<file path="config.mk">
export PLATFORM = sky130hd
export DESIGN_NAME = parity_frame_generator
export DESIGN_NICKNAME = d
export VERILOG_FILES = /design/src/rtl/parity_frame_generator.sv
export SDC_FILE = /design/constraint.sdc
export NUM_CORES = 1
export LEC_CHECK = 0
export ABC_AREA = 1
export CAP_MARGIN = 20
export CORE_MARGIN = 5
export CORE_UTILIZATION = 45
export DETAILED_ROUTE_END_ITERATION = 12
export HOLD_SLACK_MARGIN = 0.02
export PLACE_DENSITY = 0.7
export SLEW_MARGIN = 10
export SYNTH_ARGS = -nofsm -noshare
export SYNTH_HDL_FRONTEND = slang
export SYNTH_SLANG_ARGS = --single-unit
</file>
<file path="constraint.sdc">
create_clock -name clk -period 3.1 [get_ports clk]
set_input_delay 0.93 -clock clk [delete_from_list [all_inputs] [get_ports clk]]
set_output_delay 0.93 -clock clk [all_outputs]
set_load 0.01 [all_outputs]
</file>
<file path="src/rtl/parity_frame_generator.sv">
// Streaming per-word parity generator that closes every frame with a
// longitudinal-parity (LRC) trailer word on a valid/ready output stream.
module parity_frame_generator #(
    parameter int DATA_W = 4,
    parameter int CNT_W  = 8
) (
    input  logic              clk,
    input  logic              rst_n,
    input  logic              odd_sel,
    input  logic              in_valid,
    output logic              in_ready,
    input  logic [DATA_W-1:0] in_data,
    input  logic              in_last,
    output logic              out_valid,
    input  logic              out_ready,
    output logic [DATA_W:0]   out_data,
    output logic              out_last,
    output logic              out_is_lrc,
    output logic [CNT_W-1:0]  frame_cnt,
    output logic              busy
);

    typedef enum logic [1:0] {
        IDLE    = 2'd0,
        STREAM  = 2'd1,
        TRAILER = 2'd2
    } state_t;

    state_t            state;
    logic [DATA_W-1:0] lrc;
    logic              mode;

    logic              slot_free;
    logic              accept;
    logic              beat_mode;
    logic              load_trailer;
    logic [DATA_W-1:0] trailer_word;

    // The output register can take a new word when it is empty or being drained.
    assign slot_free    = !out_valid || out_ready;
    assign in_ready     = rst_n && (state != TRAILER) && slot_free;
    assign accept       = in_valid && in_ready;
    // The first beat of a frame uses odd_sel directly; later beats use the latched mode.
    assign beat_mode    = (state == IDLE) ? odd_sel : mode;
    assign load_trailer = (state == TRAILER) && slot_free;
    assign trailer_word = lrc ^ {DATA_W{mode}};
    assign busy         = (state != IDLE);

    // NOTE: all state here is updated with non-blocking assignments so every
    // register samples the pre-edge values, independent of statement order.
    always_ff @(posedge clk or negedge rst_n) begin
        if (!rst_n) begin
            state      <= IDLE;
            lrc        <= '0;
            mode       <= 1'b0;
            out_valid  <= 1'b0;
            out_data   <= '0;
            out_last   <= 1'b0;
            out_is_lrc <= 1'b0;
            frame_cnt  <= '0;
        end else begin
            case (state)
                IDLE: begin
                    if (accept) begin
                        mode  <= odd_sel;
                        state <= in_last ? TRAILER : STREAM;
                    end
                end
                STREAM: begin
                    if (accept && in_last) begin
                        state <= TRAILER;
                    end
                end
                TRAILER: begin
                    if (slot_free) begin
                        state <= IDLE;
                    end
                end
                default: state <= IDLE;
            endcase

            if (accept) begin
                out_data   <= {(^in_data) ^ beat_mode, in_data};
                out_valid  <= 1'b1;
                out_last   <= 1'b0;
                out_is_lrc <= 1'b0;
                lrc        <= lrc ^ in_data;
            end else if (load_trailer) begin
                out_data   <= {(^trailer_word) ^ mode, trailer_word};
                out_valid  <= 1'b1;
                out_last   <= 1'b1;
                out_is_lrc <= 1'b1;
                lrc        <= '0;
                frame_cnt  <= frame_cnt + CNT_W'(1);
            end else if (out_ready) begin
                // Payload fields hold their last value once the word is consumed.
                out_valid <= 1'b0;
            end
        end
    end

endmodule

</file>
==> results.py, run 1 <==
metrics = {
    "layout": {
        "diodes": 0,
        "fill_cells": 229,
        "finish.utilization": 0.615,
        "drive_above_1_share": 0.0950,
        "stdcell_area_um2": 1550,
        "fin_nets": 191,
        "areaGrowthSynthToFinish_pct": 29.3,
    },
    "routing": {
        "wirelength_um": 2550,
        "routedWlPerCell_um": 12.2,
        "num_vias": 1018,
        "ant_nets": 0,
        "drtPass1Iterations": 4,
        "drt-initial-drc-count": 55,
        "drcViolationCount": 0,
        "via_per_inst": 4.87,
    },
    "worst_hold_path": {
        "min_path_type": "register to register",
        "min_from": "frame_cnt[7]",
        "hold_end": "frame_cnt[7]",
        "min_path_cells": 1,
    },
    "yosys": {
        "yosysTopAreaCell": "dfrtp_1",
        "yosys-top-cells-area": "dfrtp_1 (46%), nand2_1 (14%), xnor2_1 (6.6%)",
        "netlist_area_um2": 1200,
        "ys_seq_elements": 22,
        "synth_top_cell_area_share": 0.459,
        "ys_warn_count": 0,
        "synth_cell_types": 24,
        "ys_seq_area_frac": 0.459,
        "syn_avg_cell_area_um2": 8.16,
        "syn-num-nets": 158,
        "syn_inst": 147,
    },
    "floorplanning": {
        "die_h_um": 61.6,
        "initial_core_util": 0.476,
        "ioPinCount": 28,
        "coreArea_um2": 2520,
        "die-area_um2": 3800,
        "die_w_um": 61.6,
        "rows": 18,
    },
    "clocking": {
        "ctsRootBufferMaster": "clkbuf_4",
        "htreeDepth": 1,
        "cts_buffer_depth": 2,
        "post_cts_buffers": 0,
        "clkSinkCount": 22,
        "clock_latency_ns": 0.30,
        "cts_hold_buf": 0,
        "numCtsBuffers": 3,
        "cts_tree": "built",
        "path_clk_slew_ns": 0.12,
    },
    "critical_path": {
        "crit_required_ns": 2.17,
        "crit_path_end_kind": "output pin",
        "crit_arrival_ns": 1.95,
        "cp-start-kind": "primary input",
        "r2r-end": "lrc[1]",
        "crit_buf_inv": 4,
        "path_cells": "clkdlybuf4s50_1, inv_1, nand2_1, nand3_2, inv_1, dlygate4sd2_1",
        "cp_slowest_stage_delay_ns": 0.45,
        "r2r-start": "state[1]",
        "slowest_stage": "clkdlybuf4s50_1",
        "r2r_slack_ns": 1.53,
        "reg2reg_depth": 9,
        "crit_path_frequent_cell": "inv_1",
        "cp_max_fo": 2,
        "cpLargestDelayFamily": "buffers and inverters",
        "worst-setup-path-type": "primary input to output pin",
    },
    "timing": {
        "post-route-min-period_ns": 2.88,
        "post-route-period-util": 0.928,
        "maxSlewViolCount": 0,
        "fin_skew_ns": 0.00452,
        "rsz0062_at_grt": "no",
        "tightest_slew_ns": 0.362,
        "relSlewSlack": 0.759,
        "hold_violations": 0,
        "setup_viol": 0,
        "clock.fmax_ghz": 0.348,
    },
    "power": {
        "p_per_area_nw_per_um2": 785,
        "p_leak_nw": 0.779,
        "power_w": 0.00122,
        "peakVddDrop_mv": 0.466,
    },
    "global_routing": {
        "overflow": 0,
        "grt_usage": 0.154,
        "grt_pass1_wl_um": 4420,
        "antenna_found_initial": 0,
        "grt_start_max_net_pins": 23,
        "grt_pass1_vias": 1036,
    },
    "status": {
        "status": "finished, final reports clean",
    },
    "placed_design": {
        "dpl-instance-area_um2": 1520,
        "port_buffers": 27,
        "hpwl_um": 1990,
        "routabilityCongestion": 0.793,
    },
    "job": {
        "maxCapViolations": 0,
    },
}
-- sequential cells by signal, indices dropped and copies added (netlist names) --
signal	flops
frame_cnt	8
out_data	5
lrc	4
state	2
mode	1
out_is_lrc	1
out_valid	1
-- placed cells by master, fill, tap and decap left out, drive strengths merged --
master / synthesis / layout
a211oi: 1 / 1
a21oi: 1 / 1
buf: 4 / 5
clkbuf: 0 / 4
clkdlybuf4s50: 0 / 26
dfrtp: 22 / 22
dlygate4sd2: 0 / 1
ha: 1 / 1
inv: 19 / 19
nand2: 47 / 47
nand3: 13 / 13
nand3b: 1 / 1
nand4: 1 / 1
nor2: 13 / 13
nor3: 1 / 1
o211ai: 5 / 5
o21ai: 6 / 6
xnor2: 9 / 9
xor2: 3 / 3
-- timing repair --
| action | in CTS | in global routing |
|---|---|---|
| endpoints found under the hold margin | 0 | 0 |
| gates resized for setup | 1 | 0 |
| setup endpoints to repair | 1 | 0 |
-- area by class of cell --
type | count | area, um^2 | share of cell area
tap | 30 | 37.5 | 0.0242
sequential | 22 | 551 | 0.355
clock buffer | 4 | 36.3 | 0.0234
inverter | 19 | 71.3 | 0.0460
timing repair buffer | 32 | 307 | 0.198
multi-input combinational | 102 | 549 | 0.354
-- how the worst max path moves through the flow --
stage               startpoint        to  slack (ns)  cells after the start
CTS                  out_ready  in_ready        0.21                      6
floorplan            out_ready  in_ready        0.88                      4
detailed placement   out_ready  in_ready       -0.05                      6
finish               out_ready  in_ready        0.22                      6
global placement     out_ready  in_ready       -0.01                      6
global route         out_ready  in_ready        0.17                      6
-- where the power goes --
part	internal (W)	switching (W)	total, W
Combinational	0.000292	0.000274	0.000565
Clock	0.0000716	0.0000843	0.000156
Sequential	0.000388	0.000109	0.000497
Total	0.000751	0.000467	0.00122
-- metal layers --
| layer | vias up | global-route usage | wire, um |
|---|---|---|---|
| met5 | - | 0 | 0 |
| met1 | 469 | 0.202 | 1140 |
| met4 | 0 | 0.0485 | 26 |
| met3 | 4 | 0.0294 | 144 |
| met2 | 25 | 0.256 | 1230 |
| li1 | 520 | - | - |
-- cells in the mapped netlist --
cell and count:
ha_1 1, buf_2 2, nor2_4 2, buf_4 1
inv_2 1, inv_1 18, nor2_2 1, nor3_4 1
o21ai_0 2, o21ai_1 4, a21oi_1 1, buf_6 1
nand3_1 12, nor2_1 10, nand2_1 46, o211ai_1 5
nand4_2 1, dfrtp_1 22, nand2_2 1, nand3_2 1
xnor2_1 9, xor2_1 3, a211oi_1 1, nand3b_1 1
-- through the flow --
step                      std cells  TNS (ns)  hold slack (ns)  setup WS (ns)
final                           209         0            0.486          0.225
after CTS                       209         0            0.482          0.207
after global placement          205   -0.0125            0.448        -0.0125
after floorplan                 147         0            0.432          0.882
after global routing            209         0            0.500          0.168
after detailed placement        205   -0.0537            0.465        -0.0537
-- kinds of logic (layout without fill, tap and decap cells) --
| kind of cell | Yosys count | in the layout | share of synthesized area |
|---|---|---|---|
| xor gates and xnor gates | 12 | 12 | 0.0876 |
| adders and majority gates | 1 | 1 | 0.0104 |
| DFF | 22 | 22 | 0.459 |
| buffers and inverters | 23 | 55 | 0.0834 |
| AOI/OAI and AO/OA | 13 | 13 | 0.0667 |
| and+or+nand+nor | 76 | 76 | 0.293 |
Power figures use the tool's default switching activity.
==> run 2, diff against run 1 <==
==> constraint.sdc (replaced) <==
create_clock -name clk -period 3.7 [get_ports clk]
set_input_delay 1.11 -clock clk [delete_from_list [all_inputs] [get_ports clk]]
set_output_delay 1.11 -clock clk [all_outputs]
set_load 0.01 [all_outputs]
==> run 2 against run 1 <==
  * Flip-flop and latch count stayed put
  * Final area is 0.81% lower
  * Power is 13% lower
==> results.py, run 2 (synthesis gave the netlist of run 1 again) <==
metrics = {
    "layout": {
        "largestRegisters": "frame_cnt: 8 flops, out_data: 5 flops, lrc: 4 flops",
        "drive_above_1_share": 0.0743,
        "final_cell_mix": "nand2_1 (46), clkdlybuf4s50_1 (27), dfrtp_1 (22)",
        "stdcell_area_um2": 1540,
        "areaGrowthSynthToFinish_pct": 28.3,
        "largest_reg_flops": 8,
        "multi_input_area_um2": 549,
        "fill_cells": 232,
        "diodes": 0,
        "fin_nets": 187,
        "ff_latch_area_um2": 551,
        "top_register": "frame_cnt",
        "final_common_cell": "nand2_1",
    },
    "clocking": {
        "clock_latency_ns": 0.30,
        "htreeDepth": 1,
        "clkSinkCount": 22,
        "cts_hold_buf": 0,
        "cts_tree": "built",
        "ctsRootBufferMaster": "clkbuf_4",
        "path_clk_slew_ns": 0.12,
        "post_cts_buffers": 0,
        "cts_buffer_depth": 2,
        "cts_resized": 0,
        "numCtsBuffers": 3,
    },
    "placed_design": {
        "hpwl_um": 1970,
        "place_ws_ns": 0.0949,
        "routabilityCongestion": 0.801,
        "port_buffers": 27,
        "dpl-instance-area_um2": 1490,
    },
    "worst_hold_path": {
        "min_path_type": "register to register",
    },
    "timing": {
        "post-route-min-period_ns": 3.61,
        "relSlewSlack": 0.765,
        "fin_setup_tns_ns": 0,
        "maxSlewViolCount": 0,
        "hold_ws_ns": 0.476,
        "fin_ws_ns": 0.0906,
        "clock.fmax_ghz": 0.277,
        "tightest_slew_ns": 0.353,
        "post-route-period-util": 0.976,
        "hold_violations": 0,
        "rsz0062_at_grt": "no",
        "setup_viol": 0,
        "fin_skew_ns": 0.00168,
    },
    "floorplanning": {
        "die-area_um2": 3800,
        "die_w_um": 61.6,
        "die_h_um": 61.6,
        "coreArea_um2": 2520,
        "rows": 18,
        "initial_core_util": 0.476,
        "ioPinCount": 28,
    },
    "critical_path": {
        "crit_required_ns": 2.59,
        "cp-start-kind": "primary input",
        "cp_max_fo": 3,
        "crit_arrival_ns": 2.50,
        "worst-setup-path-type": "primary input to output pin",
        "crit_path_end_kind": "output pin",
    },
    "power": {
        "p_leak_nw": 0.765,
        "peakVddDrop_mv": 0.396,
        "p_per_area_nw_per_um2": 690,
        "power_w": 0.00106,
    },
    "global_routing": {
        "grt_start_max_net_pins": 23,
        "grt_usage": 0.145,
        "antenna_found_initial": 0,
        "overflow": 0,
        "grt_pass1_vias": 995,
        "grt_pass1_wl_um": 4230,
    },
    "routing": {
        "drt-initial-drc-count": 47,
        "wl_met2_um": 1180,
        "routedWlPerCell_um": 12.0,
        "num_vias": 1012,
        "drtPass1Iterations": 4,
        "wl_met3_um": 129,
        "via_per_inst": 4.94,
        "ant_nets": 0,
        "wl_met1_um": 1130,
        "drcViolationCount": 0,
        "wirelength_um": 2450,
        "dr.max_layer_used": "met4",
    },
    "job": {
        "maxCapViolations": 0,
    },
    "status": {
        "status": "finished, final reports clean",
    },
}
==> run 2: cell types whose count changed in the layout (fill, tap and decap cells not counted), sizes merged <==
| cell | delta |
|---|---|
| buf | -4 |
| bufinv | +1 |
| clkbuf | -1 |
| clkdlybuf4s50 | +1 |
| dlygate4sd2 | -1 |
==> run 2: critical path: stages <==
cell and delay (ns):
clkdlybuf4s50_1 0.45, inv_1 0.05, nand2_1 0.14, nand3_2 0.12, inv_1 0.09, clkdlybuf4s50_1 0.53
==> run 2: metrics by stage <==
stage / std cells / util
3_3_place_gp: 201 / 0.589
2_1_floorplan: 147 / -
6_report: 205 / 0.610
5_1_grt: 205 / 0.610
3_5_place_dp: 201 / 0.589
4_1_cts: 205 / 0.610
==> run 2: power breakdown <==
group          switching (W)  leakage, nW  internal [W]
registers          0.0000891        0.279      0.000325
logic               0.000227        0.459      0.000238
clock network      0.0000735       0.0279      0.000109
==> run 2: worst paths after layout <==
| kind | start | end | slack [ns] | cells after the start |
|---|---|---|---|---|
| setup reg to reg | state[1] | out_data[4] | 2.19 | 8 |
| min in group asynchronous | rst_n | frame_cnt[7] | 1.21 | 2 |
| setup / recovery | out_ready | in_ready | 0.09 | 6 |
| hold reg to reg | state[1] | state[0] | 0.48 | 1 |
| max in group asynchronous | rst_n | lrc[0] | 2.27 | 2 |
| hold / removal | state[1] | state[0] | 0.48 | 1 |
==> run 2: final cells by class <==
cell class              instances  area share
multi-input cells             102       0.357
flip-flops and latches         22       0.358
well taps                      30      0.0244
clock buffers                   3      0.0146
inverters                      19      0.0463
repair buffers                 28       0.180
clock inverters                 1      0.0195
==> run 2: per-layer routing <==
metal  vias up  global-route usage
met5         -                   0
met4         0              0.0212
met3         2              0.0294
met2        22               0.245
met1       472               0.195
li1        516                   -
==> run 3, diff against run 2 <==
--- a/config.mk
+++ b/config.mk
@@ -10,6 +10,7 @@
 export CORE_MARGIN = 5
 export CORE_UTILIZATION = 45
 export DETAILED_ROUTE_END_ITERATION = 12
+export GPL_TIMING_DRIVEN = 0
 export HOLD_SLACK_MARGIN = 0.02
 export PLACE_DENSITY = 0.7
 export SLEW_MARGIN = 10
==> run 3 against run 2 <==
  * Flip-flop and latch count did not move
  * Critical path depth unchanged
  * Sequential power fell by 2%
  * Power grew 1.5%
  * Clock power barely moved
  * Global-route usage grew 0.074 points
  * Hold slack improved by 0.0011 ns
  * Wire length shrank 0.57%
==> results.py, run 3 (synthesis gave the netlist of run 1 again) <==
metrics = {
    "layout": {
        "finish.utilization": 0.617,
        "final_common_cell": "nand2_1",
        "drive_above_1_share": 0.0955,
        "largest_reg_flops": 8,
        "stdcell_area_um2": 1560,
        "fill_cells": 233,
        "fin_nets": 190,
        "diodes": 0,
        "top_register": "frame_cnt",
        "areaGrowthSynthToFinish_pct": 29.6,
        "final_cell_mix": "nand2_1 (46), clkdlybuf4s50_1 (26), dfrtp_1 (22)",
        "largestRegisters": "frame_cnt: 8 flops, out_data: 5 flops, lrc: 4 flops",
    },
    "critical_path": {
        "r2r-end": "lrc[0]",
        "crit_required_ns": 2.59,
        "r2r-start": "state[1]",
        "cp_max_fo": 3,
        "cp-start-kind": "primary input",
        "worst-setup-path-type": "primary input to output pin",
        "crit_arrival_ns": 2.49,
        "crit_path_end_kind": "output pin",
        "reg2reg_depth": 9,
        "r2r_slack_ns": 2.29,
    },
    "routing": {
        "drcViolationCount": 0,
        "ant_nets": 0,
        "drtPass1Iterations": 4,
        "via_per_inst": 4.88,
        "num_vias": 1016,
        "routedWlPerCell_um": 11.7,
        "drt-initial-drc-count": 37,
        "wirelength_um": 2440,
    },
    "worst_hold_path": {
        "hold_end": "frame_cnt[7]",
        "min_from": "frame_cnt[7]",
        "min_path_type": "register to register",
        "min_path_cells": 1,
    },
    "global_routing": {
        "overflow": 0,
        "grt_start_max_net_pins": 24,
        "antenna_found_initial": 0,
        "grt_usage": 0.145,
        "grt_pass1_wl_um": 4140,
        "grt_pass1_vias": 957,
    },
    "floorplanning": {
        "ioPinCount": 28,
        "rows": 18,
        "die-area_um2": 3800,
        "die_h_um": 61.6,
        "initial_core_util": 0.476,
        "coreArea_um2": 2520,
        "die_w_um": 61.6,
    },
    "clocking": {
        "cts_tree": "built",
        "clock_latency_ns": 0.31,
        "cts_hold_buf": 0,
        "path_clk_slew_ns": 0.13,
        "cts_resized": 3,
        "ctsRootBufferMaster": "clkbuf_4",
        "numCtsBuffers": 3,
        "htreeDepth": 1,
        "post_cts_buffers": 0,
        "clkSinkCount": 22,
        "cts_buffer_depth": 2,
    },
    "timing": {
        "setup_viol": 0,
        "relSlewSlack": 0.660,
        "post-route-min-period_ns": 3.60,
        "rsz0062_at_grt": "no",
        "post-route-period-util": 0.974,
        "hold_violations": 0,
        "maxSlewViolCount": 0,
        "fin_skew_ns": 0.00684,
        "clock.fmax_ghz": 0.277,
        "tightest_slew_ns": 0.510,
        "fin_setup_tns_ns": 0,
    },
    "power": {
        "comb_power_share": 0.451,
        "power_switching_w": 0.000395,
        "power_frac_seq": 0.376,
        "power_w": 0.00108,
        "p_leak_nw": 0.777,
        "p_int_w": 0.000682,
        "peakVddDrop_mv": 0.505,
        "p_sw_frac": 0.367,
        "clkPwrFrac": 0.173,
        "p_per_area_nw_per_um2": 692,
    },
    "job": {
        "maxCapViolations": 0,
    },
    "placed_design": {
        "hpwl_um": 1910,
        "dpl-instance-area_um2": 1510,
        "routabilityCongestion": 0.775,
        "port_buffers": 27,
    },
    "status": {
        "status": "finished, final reports clean",
    },
}
[run 3: cell count changes in the layout (fill, tap and decap cells not counted), sizes merged]
cell / change
clkdlybuf4s50: -1
buf: +4
[run 3: layer usage]
metal	up-vias	wire length, um	part of all wire	global-route usage
li1	526	-	-	-
met1	469	1130	0.46	0.193
met2	19	1160	0.48	0.238
met3	2	140	0.057	0.0273
met4	0	9	0.0037	0.0485
met5	-	0	0	0
[run 3: power groups by stage]
stage                     logic, W  registers [W]  clock network (W)
after floorplan           0.000271       0.000422                  0
after global routing      0.000544       0.000418           0.000201
after global placement    0.000481       0.000403                  0
after CTS                 0.000494       0.000404           0.000190
after detailed placement  0.000492       0.000409                  0
final                     0.000486       0.000405           0.000186
[run 3: worst max path at each step]
stage,startpoint,slack [ns],cells past startpoint,to
6_report,out_ready,0.1,6,in_ready
5_1_grt,out_ready,0.03,6,in_ready
4_1_cts,rst_n,0.03,4,in_ready
3_3_place_gp,rst_n,-0.61,4,in_ready
3_5_place_dp,rst_n,-0.67,4,in_ready
2_1_floorplan,out_ready,1.12,4,in_ready
[run 3: cell type report]
cell class | count | area [um^2] | area share
Buffer | 4 | 28.8 | 0.0185
Clock buffer | 3 | 22.5 | 0.0145
Clock inverter | 1 | 30.0 | 0.0193
Inverter | 19 | 71.3 | 0.0459
Multi-Input combinational cell | 102 | 549 | 0.353
Sequential cell | 22 | 551 | 0.354
Tap cell | 30 | 37.5 | 0.0241
Timing Repair Buffer | 27 | 265 | 0.171
[run 3: worst max-delay path, stage by stage]
cell and delay (ns):
clkdlybuf4s50_1 0.46, inv_1 0.05, nand2_1 0.12, nand3_2 0.12, inv_1 0.10, clkdlybuf4s50_1 0.54
[run 3: metrics by stage]
step,setup WS (ns),std cells,hold slack (ns)
3_3_place_gp,-0.607,204,0.449
5_1_grt,0.0260,208,0.517
3_5_place_dp,-0.667,204,0.465
4_1_cts,0.0282,208,0.483
6_report,0.0962,208,0.477
2_1_floorplan,1.12,147,0.432
